<file path="src/rtl/morse_pkg.sv">
// Shared definitions for the Morse digit path.
// Holds the sequencer state encoding and the symbol/timing constants.
// These are used by the digit ROM and by the sequencer.
package morse_pkg;

  typedef enum logic [1:0] {
    IDLE  = 2'd0,
    MARK  = 2'd1,
    SPACE = 2'd2,
    GAP   = 2'd3
  } state_t;

  localparam int   SYMBOLS     = 5;
  localparam logic DOT         = 1'b0;
  localparam logic DASH        = 1'b1;
  localparam int   DOT_UNITS   = 1;
  localparam int   DASH_UNITS  = 3;
  localparam int   SPACE_UNITS = 1;
  localparam int   GAP_UNITS   = 3;

endpackage

</file>
<file path="src/rtl/morse_digit_rom.sv">
// Digit-to-Morse lookup table.
// Ports:
//   digit   in  [3:0] BCD digit
//   pattern out [4:0] symbol i in bit i (bit 0 is sent first), 1 = dash
//   valid   out       1 when digit is 0..9
// The conversion path uses this same table.
module morse_digit_rom
  import morse_pkg::*;
(
  input  logic [3:0] digit,
  output logic [4:0] pattern,
  output logic       valid
);

  always_comb begin
    pattern = 5'b00000;
    valid   = 1'b1;
    // Literals are written with symbol 4 on the left, symbol 0 on the right.
    case (digit)
      4'd0:    pattern = 5'b11111;
      4'd1:    pattern = 5'b11110;
      4'd2:    pattern = 5'b11100;
      4'd3:    pattern = 5'b11000;
      4'd4:    pattern = 5'b10000;
      4'd5:    pattern = 5'b00000;
      4'd6:    pattern = 5'b00001;
      4'd7:    pattern = 5'b00011;
      4'd8:    pattern = 5'b00111;
      4'd9:    pattern = 5'b01111;
      default: valid   = 1'b0;
    endcase
  end

endmodule

</file>
<file path="src/rtl/morse_digit_sequencer.sv">
// Keys one BCD digit out as Morse code with standard unit timing.
// Ports:
//   clock     in   rising-edge system clock
//   reset     in   synchronous, active-high reset
//   start     in   transmit request, accepted only while ready=1
//   digit     in   [3:0] BCD digit, sampled on the accepting edge
//   ready     out  idle and able to accept start
//   busy      out  digit is being keyed (marks, spaces and final gap)
//   key_out   out  Morse line, 1 = mark
//   done      out  one-cycle pulse after the final gap
//   error     out  one-cycle pulse when start is seen with digit > 9
//   state_dbg out  current FSM state, for observation only
// Handshake: a transfer happens on a rising edge where start=1 and ready=1.
// start is ignored while ready=0; it is never queued.
module morse_digit_sequencer
  import morse_pkg::*;
#(
  parameter int UNIT_CYCLES = 4,
  parameter int CNT_W       = 8
) (
  input  logic       clock,
  input  logic       reset,
  input  logic       start,
  input  logic [3:0] digit,
  output logic       ready,
  output logic       busy,
  output logic       key_out,
  output logic       done,
  output logic       error,
  output state_t     state_dbg
);

  // Last count value for each timed interval; the counter runs 0..last.
  localparam logic [CNT_W-1:0] DOT_LAST   = CNT_W'(DOT_UNITS   * UNIT_CYCLES - 1);
  localparam logic [CNT_W-1:0] DASH_LAST  = CNT_W'(DASH_UNITS  * UNIT_CYCLES - 1);
  localparam logic [CNT_W-1:0] SPACE_LAST = CNT_W'(SPACE_UNITS * UNIT_CYCLES - 1);
  localparam logic [CNT_W-1:0] GAP_LAST   = CNT_W'(GAP_UNITS   * UNIT_CYCLES - 1);
  localparam logic [2:0]       SYM_LAST   = 3'(SYMBOLS - 1);

  state_t           state;
  logic [CNT_W-1:0] cnt;
  logic [2:0]       sym_idx;
  logic [4:0]       pattern;
  logic [4:0]       rom_pattern;
  logic             rom_valid;
  logic [CNT_W-1:0] mark_last;

  morse_digit_rom u_rom (
    .digit   (digit),
    .pattern (rom_pattern),
    .valid   (rom_valid)
  );

  assign mark_last = (pattern[sym_idx] == DASH) ? DASH_LAST : DOT_LAST;
  assign state_dbg = state;

  always_ff @(posedge clock) begin
    if (reset) begin
      state   <= IDLE;
      cnt     <= '0;
      sym_idx <= '0;
      pattern <= '0;
      key_out <= 1'b0;
      busy    <= 1'b0;
      ready   <= 1'b1;
      done    <= 1'b0;
      error   <= 1'b0;
    end else begin
      done  <= 1'b0;
      error <= 1'b0;
      case (state)
        IDLE: begin
          if (start) begin
            if (rom_valid) begin
              pattern <= rom_pattern;
              sym_idx <= '0;
              cnt     <= '0;
              state   <= MARK;
              key_out <= 1'b1;
              busy    <= 1'b1;
              ready   <= 1'b0;
            end else begin
              error <= 1'b1;
            end
          end
        end
        MARK: begin
          if (cnt == mark_last) begin
            cnt     <= '0;
            key_out <= 1'b0;
            state   <= (sym_idx == SYM_LAST) ? GAP : SPACE;
          end else begin
            cnt <= cnt + CNT_W'(1);
          end
        end
        SPACE: begin
          if (cnt == SPACE_LAST) begin
            cnt     <= '0;
            sym_idx <= sym_idx + 3'd1;
            key_out <= 1'b1;
            state   <= MARK;
          end else begin
            cnt <= cnt + CNT_W'(1);
          end
        end
        GAP: begin
          // Returning to IDLE with ready=1 in the done cycle lets a start
          // presented alongside done be accepted on the very next edge.
          if (cnt == GAP_LAST) begin
            cnt   <= '0;
            state <= IDLE;
            busy  <= 1'b0;
            ready <= 1'b1;
            done  <= 1'b1;
          end else begin
            cnt <= cnt + CNT_W'(1);
          end
        end
        default: state <= IDLE;
      endcase
    end
  end

endmodule
</file>
<file path="config.mk">
export PLATFORM = sky130hd
export DESIGN_NAME = morse_digit_sequencer
export DESIGN_NICKNAME = d
export VERILOG_FILES = /design/src/rtl/morse_pkg.sv /design/src/rtl/morse_digit_rom.sv /design/src/rtl/morse_digit_sequencer.sv
export SDC_FILE = /design/constraint.sdc
export NUM_CORES = 1
export LEC_CHECK = 0
export CAP_MARGIN = 20
export CORE_ASPECT_RATIO = 0.9
export CORE_MARGIN = 3
export CORE_UTILIZATION = 40
export DETAILED_ROUTE_END_ITERATION = 10
export MAX_ROUTING_LAYER = met4
export PLACE_DENSITY = 0.64
export SYNTH_ARGS = -nofsm -noshare
export SYNTH_HDL_FRONTEND = slang
export SYNTH_SLANG_ARGS = --single-unit
</file>
<file path="constraint.sdc">
create_clock -name clock -period 2.1 [get_ports clock]
set_input_delay 0.42 -clock clock [delete_from_list [all_inputs] [get_ports clock]]
set_output_delay 0.42 -clock clock [all_outputs]
set_load 0.005 [all_outputs]
</file>
### Word-level counts from Yosys, hierarchy flattened

Index checks and enable logic that the tools add are counted.

| word-level totals | value |
|---|---|
| logic and storage cells | 85 |
| bits of input ports | 7 |
| register bits | 23 |

| cells by class | value |
|---|---|
| eq/ne operators | 21 |
| add/subtract/negate cells | 2 |
| order comparisons | 1 |
| bitwise gates (word level) | 3 |
| reduce and logical (&&, ||, !) cells | 14 |
| multiplexer cells | 35 |

Operator list:

| kind | count |
|---|---|
| $pmux W5 S9 | 1 |
| $mux W8 | 5 |
| $pmux W8 S4 | 1 |
| $eq A4 B3 Y1 const B | 4 |
| $mux W1 | 13 |
| $mux W2 | 5 |
| $ne A2 B2 Y1 const B | 5 |
| $reduce_and A5 Y1 | 2 |
| $reduce_or A10 Y1 | 1 |
| $mux W3 | 3 |
| $add A8 B1 Y8 const B | 1 |
| $eq A4 B2 Y1 const B | 2 |
| $eq A4 B4 Y1 const B | 2 |
| $eq A8 B2 Y1 const B | 1 |
| $eq A8 B4 Y1 | 1 |
| $eq A8 B4 Y1 const B | 1 |
| $pmux W2 S4 | 1 |
| $reduce_and A4 Y1 | 2 |
| $pmux W3 S2 | 1 |
| $eq A2 B2 Y1 const B | 2 |
| $eq A4 B1 Y1 const B | 1 |
| $logic_not A4 Y1 | 1 |
| $lt A3 B4 Y1 const B | 1 |
| $mux W4 | 1 |
| other kinds (14) | 18 |

### Depth between registers and ports, before layout

Gate-level depths: netlist (run 1).

| logic depth | value |
|---|---|
| word-level depth | 6 |
| depth in mapped cells | 7 |

### Hierarchy

A second synthesis (run 1) with hierarchy kept.

| second synthesis, totals | value |
|---|---|
| cell total of the unflattened synthesis | 150 |
| area total of the unflattened synthesis | 1,283.7 um^2 |

By module, submodules not included:

| module | area each (um^2) | sequential area each (um^2) | cells each | times used |
|---|---|---|---|---|
| morse_digit_sequencer | 1,208.7 | 460.4 | 138 | 1 |
| morse_digit_rom | 75.1 | 0.0 | 12 | 1 |

### Worst setup path before layout (run 1)

Ideal clock, no wire load.

| timing | value |
|---|---|
| path type | flip-flop to flip-flop |
| start | register cnt[0] |
| end | register sym_idx[2] |
| arrival | 1.523 ns |
| stages on the path, launching flop included | 7 |
| path buffers | 0 |
| data required time | 1.968 ns |
| library setup time | 0.132 ns |
| clock period less this slack | 1.655 ns |
| slack | 0.445 ns |
| cell sequence | dfxtp_1 ha_1 nor2b_1 nand3_2 a2111o_1 xnor2_1 nor3_1 |

| between the ends | value |
|---|---|
| word-level cells in the longest chain between the ends | 3 |

RTL lines:

| element | RTL line | RTL |
|---|---|---|
| from (decl) | morse_digit_sequencer.sv:41 | `logic [CNT_W-1:0] cnt;` |
| from (signal assigned) | morse_digit_sequencer.sv:93 | `cnt <= cnt + CNT_W'(1);` |
| from (signal assigned) | morse_digit_sequencer.sv:103 | `cnt <= cnt + CNT_W'(1);` |
| from (signal assigned) | morse_digit_sequencer.sv:116 | `cnt <= cnt + CNT_W'(1);` |
| $eq A8 B2 Y1 | morse_digit_sequencer.sv:97 | `if (cnt == SPACE_LAST) begin` |
| $ne A2 B2 Y1 (no source line) | n/a |  |
| $reduce_and A4 Y1 (no source line) | n/a |  |
| to (signal assigned) | morse_digit_sequencer.sv:99 | `sym_idx <= sym_idx + 3'd1;` |
| to (decl) | morse_digit_sequencer.sv:42 | `logic [2:0] sym_idx;` |

Every way passes these cells.
A chain may end at the register's enable or synchronous reset.

### Worst setup path in the final report (run 1)

Same ends and word-level chain as after synthesis.

==> results of run 1 <==
cell families after synthesis:
group                    count (synthesis)  synth area share (%)
AO/OA/AOI/OAI                           47                 27.70
XOR/XNOR                                 3                 2.027
adder cells (fa/ha/maj)                  3                 2.896
buffers and inverters                   16                 4.922
flip-flops                              23                 35.52
multiplexers                             2                 1.737
AND/OR/NAND/NOR                         61                 25.19
per-stage QoR:
step	total power, mW	setup slack, ns	cells
5_1_grt	1.020	0.04176	215
3_5_place_dp	0.7619	0.1149	211
4_1_cts	0.9687	0.1992	215
3_3_place_gp	0.7547	0.1803	211
2_1_floorplan	0.6539	0.4450	155
6_report	0.9576	0.2167	215
worst reg2reg max path, delay by kind of cell (launching register included):
kind / cells / cell delay (ns)
AOI/OAI and AO/OA: 1 / 0.45
DFF: 1 / 0.39
and+or+nand+nor: 3 / 0.62
adders and majority gates: 1 / 0.23
xor gates and xnor gates: 1 / 0.13
layout make-up:
class / count / area (um^2) / share of cell area [%]
Timing Repair Buffer: 23 / 205.2 / 13.26
Inverter: 9 / 33.78 / 2.183
Tap cell: 40 / 50.05 / 3.234
Sequential cell: 23 / 460.4 / 29.75
Multi-Input combinational cell: 116 / 772.0 / 49.88
Clock buffer: 4 / 26.28 / 1.698
worst max path at each step:
stage,end,depth (start not counted)
3_5_place_dp,sym_idx[2],7
3_3_place_gp,pattern[2],6
4_1_cts,sym_idx[2],6
6_report,sym_idx[2],6
2_1_floorplan,sym_idx[2],6
5_1_grt,sym_idx[0],6
power by group through the flow:
stage	sequential [mW]	clock [mW]	combinational, mW
floorplan	0.493	0	0.160
global placement	0.496	0	0.258
detailed placement	0.498	0	0.264
CTS	0.489	0.215	0.265
global route	0.493	0.231	0.296
finish	0.489	0.204	0.265
layer usage:
metal	GRT usage [%]	vias up
li1	-	608
met4	2.609	0
met3	4.511	2
met5	-	-
met2	27.14	23
met1	22.96	572
cell usage after synthesis, drive strengths merged (3+ instances only):
cell    count
nor2       23
xnor2       3
nand2b      3
nand3b      3
inv         9
ha          3
buf         3
a31oi       4
nand3       8
dfxtp      23
a21oi      10
and3        3
o21ai       9
nand2       8
clkbuf      4
a311oi      3
nor2b       5
a211oi      5
flip-flops by register name (all words and copies together), names as in the netlist:
| name | cells |
|---|---|
| cnt | 8 |
| pattern | 5 |
| sym_idx | 3 |
| state_dbg | 2 |
| busy | 1 |
| done | 1 |
| error | 1 |
| key_out | 1 |
| ready | 1 |
==> results.sh, run 1 <==
export IMPL_wl_met1_mm=1.470
export IMPL_p_comb_share_pct=27.7
export IMPL_die_w_um=66.01
export IMPL_crit_chain="ha_1, nor2b_1, nand3_2, a2111o_1, xnor2_1, nor3_1"
export IMPL_worstPathArrival_ns=2.12
export IMPL_met2_length_mm=1.364
export IMPL_async_flop_share_pct=0
export IMPL_status="finished, final reports clean"
export IMPL_cts_root_buf="clkbuf_4"
export IMPL_rrSetupSlack_ns=0.22
export IMPL_cts_resized=0
export IMPL_p_leak_nw=0.5491
export IMPL_overflow=0
export IMPL_grt_max_degree=13
export IMPL_pwr_share_clk_pct=21.3
export IMPL_clk_pin_slew_ns=0.12
export IMPL_layout_area_overhead_vs_synth_pct=19.40
export IMPL_drc=0
export IMPL_fp_dieArea_um2=3961
export IMPL_die_h_um=60.01
export IMPL_min_from="key_out"
export IMPL_yosysSeqAreaShare_pct=35.52
export IMPL_slowest_stage="a2111o_1"
export IMPL_fin_crit_ns=1.883
export IMPL_placedInstanceArea_um2=1521
export IMPL_ant_nets=0
export IMPL_utilization_pct=53.27
export IMPL_critPathMaxFanout=5
export IMPL_whs_ns=0.4868
export IMPL_synth_top_area_share_pct=35.52
export IMPL_hold_violations=0
export IMPL_synth_edf_count=0
export IMPL_setup_viol=0
export IMPL_first_iter_violations=52
export IMPL_rsz0062_at_grt="false"
export IMPL_maxSlewViolCount=0
export IMPL_syn_nets=165
export IMPL_peakVddDrop_uv=403.9
export IMPL_vias_per_cell=5.605
export IMPL_fin_tns_setup_ns=0
export IMPL_clk_latency_ns=0.31
export IMPL_power_switching_uw=292.3
export IMPL_path_class="flip-flop to flip-flop"
export IMPL_min_period_over_period_pct=89.68
export IMPL_finalWirelength_mm=2.961
export IMPL_timing_rr_end="sym_idx[2]"
export IMPL_cts_sinks=23
export IMPL_worstPathRequired_ns=2.34
export IMPL_worstHoldPathCells=2
export IMPL_max_cap_violations=0
export IMPL_cts_buffers=3
export IMPL_path_delay_family="simple AND/OR/NAND/NOR gates"
export IMPL_antenna_found_initial=0
export IMPL_syn_cell_area_um2=1296
export IMPL_cts_setup_buffers=0
export IMPL_gp_congestion=0.8569
export IMPL_grt_use_total_pct=17.28
export IMPL_drive_gt1_share_pct=13.14
export IMPL_clockBufferDepth=2
export IMPL_routed_wl_met3_um=114
export IMPL_grt_pass1_vias=1091
export IMPL_dpl_hpwl_mm=2.273
export IMPL_final_common_cell="dfxtp_1"
export IMPL_yosys_area_top_type="dfxtp_1"
export IMPL_switching_share_pct=30.52
export IMPL_critPathLaunch="cnt[0]"
export IMPL_vias=1205
export IMPL_worst_slew_pin_slew_ns=0.4252
export IMPL_core_area_um2=2905
export IMPL_avgSynthCellArea_um2=8.363
export IMPL_startpoint_type="flip-flop"
export IMPL_portBuffers=13
export IMPL_grt_pass1_wl_mm=5.099
export IMPL_internal_power_uw=665.3
export IMPL_synthDistinctLibCells=44
export IMPL_max_slew_margin_pct=71.56
export IMPL_critical_path_endpoint_type="flip-flop"
export IMPL_synth_area_leaders="dfxtp_1, nor2_1, a21oi_1, o21ai_0, a211oi_1"
export IMPL_path_buf_inv=0
export IMPL_io_pins=14
export IMPL_final_cell_area_um2=1548
export IMPL_cts_tree="built"
export IMPL_top_layer="met4"
export IMPL_seqPwrFrac_pct=51.0
export IMPL_rows=18
export IMPL_synth_seq_cells=23
export IMPL_syn_inst=155
export IMPL_slowest_delay_ns=0.45
export IMPL_fin_nets=186
export IMPL_wl_per_cell_um=13.77
export IMPL_ys_flop_type="dfxtp_1"
export IMPL_postCtsHoldBufs=0
export IMPL_final_cell_mix="dfxtp_1, nor2_1, clkdlybuf4s50_1"
export IMPL_skew_ns=0.005762
export IMPL_fmax_mhz=531.0
export IMPL_fill_cells=288
export IMPL_dr_pass1_iters=4
export IMPL_htreeDepth=1
export IMPL_power_density_nw_per_um2=618.7
export IMPL_regToRegStartpoint="cnt[0]"
export IMPL_antenna_cells=0
export IMPL_initial_core_util_pct=44.62
export IMPL_holdPathEnd="key_out"
export IMPL_yosysWarnings=0
export IMPL_hp_class="flip-flop to flip-flop"
export IMPL_rr_worst_depth=6
Note: power is estimated with default switching activity, not from simulation.
==> run 2: changes to the inputs <==
--- a/config.mk
+++ b/config.mk
@@ -7,7 +7,7 @@
 export LEC_CHECK = 0
 export CAP_MARGIN = 20
 export CORE_ASPECT_RATIO = 0.9
-export CORE_MARGIN = 3
+export CORE_MARGIN = 2
 export CORE_UTILIZATION = 40
 export DETAILED_ROUTE_END_ITERATION = 10
 export MAX_ROUTING_LAYER = met4
==> constraint.sdc (replaced) <==
create_clock -name clock -period 1.8 [get_ports clock]
set_input_delay 0.36 -clock clock [delete_from_list [all_inputs] [get_ports clock]]
set_output_delay 0.36 -clock clock [all_outputs]
set_load 0.005 [all_outputs]
==> run 2 against run 1 <==
  * Critical path depth is 1 higher
  * Critical endpoint is now cnt[1]
  * Die area down 6.3%
  * Non-clock buffer count is 11 higher
  * Critical path type unchanged
  * Register-to-register slack worse by 0.13 ns
  * Sequential share of layout area down 1.8 points
  * Wire length up 2.8%
  * Utilization is 0.83 points higher
  * Highest routed layer unchanged
  * Clock power up 17%
  * Global-route usage increased by 0.88 points
  * Clock-buffer cell count stayed put
  * Clock skew increased by 0.0014 ns
==> results.sh, run 2 (synthesized netlist as in run 1, its figures left out) <==
export IMPL_hp_class="flip-flop to flip-flop"
export IMPL_cts_root_buf="clkbuf_4"
export IMPL_final_cell_mix="nor2_1, buf_4, dfxtp_1"
export IMPL_seqPwrFrac_pct=50.3
export IMPL_cts_tree="built"
export IMPL_critPathMaxFanout=5
export IMPL_p_leak_nw=0.6069
export IMPL_clk_pin_slew_ns=0.12
export IMPL_startpoint_type="flip-flop"
export IMPL_reg_top3="cnt: 8 flops, pattern: 5 flops, sym_idx: 3 flops"
export IMPL_rrSetupSlack_ns=0.09
export IMPL_grt_pass1_wl_mm=5.181
export IMPL_worst_slew_pin_slew_ns=0.3992
export IMPL_pwr_share_clk_pct=20.8
export IMPL_placedInstanceArea_um2=1592
export IMPL_ant_nets=0
export IMPL_p_comb_share_pct=28.9
export IMPL_regToRegStartpoint="sym_idx[1]"
export IMPL_preCtsSetupSlack_ns=-0.08385
export IMPL_gp_congestion=0.8436
export IMPL_die_w_um=64.01
export IMPL_worstPathArrival_ns=1.92
export IMPL_power_switching_uw=348.0
export IMPL_fp_dieArea_um2=3713
export IMPL_layout_area_overhead_vs_synth_pct=27.99
export IMPL_io_pins=14
export IMPL_first_iter_violations=54
export IMPL_antenna_found_initial=0
export IMPL_rr_worst_depth=7
export IMPL_setup_viol=0
export IMPL_fill_cells=307
export IMPL_setup_ws_ns=0.08807
export IMPL_dr_pass1_iters=4
export IMPL_drive_gt1_share_pct=20.97
export IMPL_critical_path_endpoint_type="flip-flop"
export IMPL_grt_pass1_vias=1212
export IMPL_max_cap_violations=0
export IMPL_dpl_hpwl_mm=2.297
export IMPL_rows=19
export IMPL_hold_violations=0
export IMPL_skew_ns=0.007136
export IMPL_die_h_um=58.01
export IMPL_clockBufferDepth=2
export IMPL_fin_nets=197
export IMPL_vias=1243
export IMPL_final_cell_area_um2=1659
export IMPL_max_slew_margin_pct=73.35
export IMPL_cts_buffers=3
export IMPL_internal_power_uw=794.7
export IMPL_cts_sinks=23
export IMPL_vias_per_cell=5.452
export IMPL_overflow=0
export IMPL_portBuffers=13
export IMPL_worstPathRequired_ns=2.01
export IMPL_grt_use_total_pct=18.16
export IMPL_maxSlewViolCount=0
export IMPL_endpoint="cnt[1]"
export IMPL_peakVddDrop_uv=397.9
export IMPL_timing_rr_end="cnt[1]"
export IMPL_finalWirelength_mm=3.045
export IMPL_critPathLaunch="sym_idx[1]"
export IMPL_min_period_over_period_pct=95.11
export IMPL_multiInputGateArea_um2=794.5
export IMPL_grt_max_degree=14
export IMPL_htreeDepth=1
export IMPL_whs_ns=0.4653
export IMPL_largest_reg_flops=8
export IMPL_antenna_cells=0
export IMPL_fmax_mhz=584.1
export IMPL_drc=0
export IMPL_clk_latency_ns=0.31
export IMPL_utilization_pct=54.10
export IMPL_fin_crit_ns=1.712
export IMPL_final_common_cell="nor2_1"
export IMPL_initial_core_util_pct=42.27
export IMPL_wl_per_cell_um=13.36
export IMPL_seqCellArea_um2=464.2
export IMPL_switching_share_pct=30.45
export IMPL_path_class="flip-flop to flip-flop"
export IMPL_regMostFlops="cnt"
export IMPL_power_density_nw_per_um2=688.8
export IMPL_core_area_um2=3067
export IMPL_status="finished, final reports clean"
run 2: worst min-delay path by stage:
stage | from | to | slack (ns) | cells after the start
floorplan | pattern[2] | pattern[2] | 0.44 | 1
global placement | key_out | key_out | 0.45 | 2
detailed placement | key_out | key_out | 0.46 | 2
CTS | key_out | key_out | 0.48 | 2
global route | key_out | key_out | 0.50 | 2
finish | cnt[0] | cnt[0] | 0.47 | 1
run 2: metrics by stage:
| stage | TNS, ns | cells | power [mW] |
|---|---|---|---|
| 3_5_place_dp | -0.2688 | 222 | 0.9000 |
| 5_1_grt | -0.0003699 | 228 | 1.207 |
| 6_report | 0 | 228 | 1.143 |
| 4_1_cts | 0 | 227 | 1.148 |
| 2_1_floorplan | 0 | 155 | 0.7628 |
| 3_3_place_gp | -0.08014 | 222 | 0.8919 |
run 2: critical path, cell delays in order, from the launching register on:
cell	delay, ns
dfxtp_2	0.35
buf_4	0.14
and4bb_2	0.31
a31oi_4	0.05
a2111o_1	0.41
o211ai_1	0.10
buf_4	0.15
o21ai_0	0.08
run 2: layout make-up:
class | instances | area share, %
repair buffers | 34 | 17.35
flip-flops and latches | 23 | 27.98
well taps | 42 | 3.167
clock buffers | 4 | 1.584
inverters | 9 | 2.036
multi-input cells | 116 | 47.89
run 2: routing by layer:
layer | up-vias | track usage, % | share of wire, %
li1 | 628 | - | -
met1 | 589 | 22.80 | 49
met2 | 22 | 29.32 | 47
met3 | 4 | 4.272 | 3.0
met4 | 0 | 5.280 | 1.1
met5 | - | - | 0
run 2: power groups by stage:
stage	combinational [mW]	sequential, mW	clock (mW)
6_report	0.331	0.574	0.238
2_1_floorplan	0.187	0.576	0
5_1_grt	0.363	0.581	0.263
3_3_place_gp	0.311	0.581	0
3_5_place_dp	0.318	0.582	0
4_1_cts	0.326	0.570	0.251
run 2: repair_timing:
item | in CTS | in global routing
resized for setup | 1 | 7
buffers inserted | 1 | 1
setup endpoints to repair | 2 | 5
hold buffers | 0 | 0
pin swaps | 1 | 0
gates cloned | 0 | 0
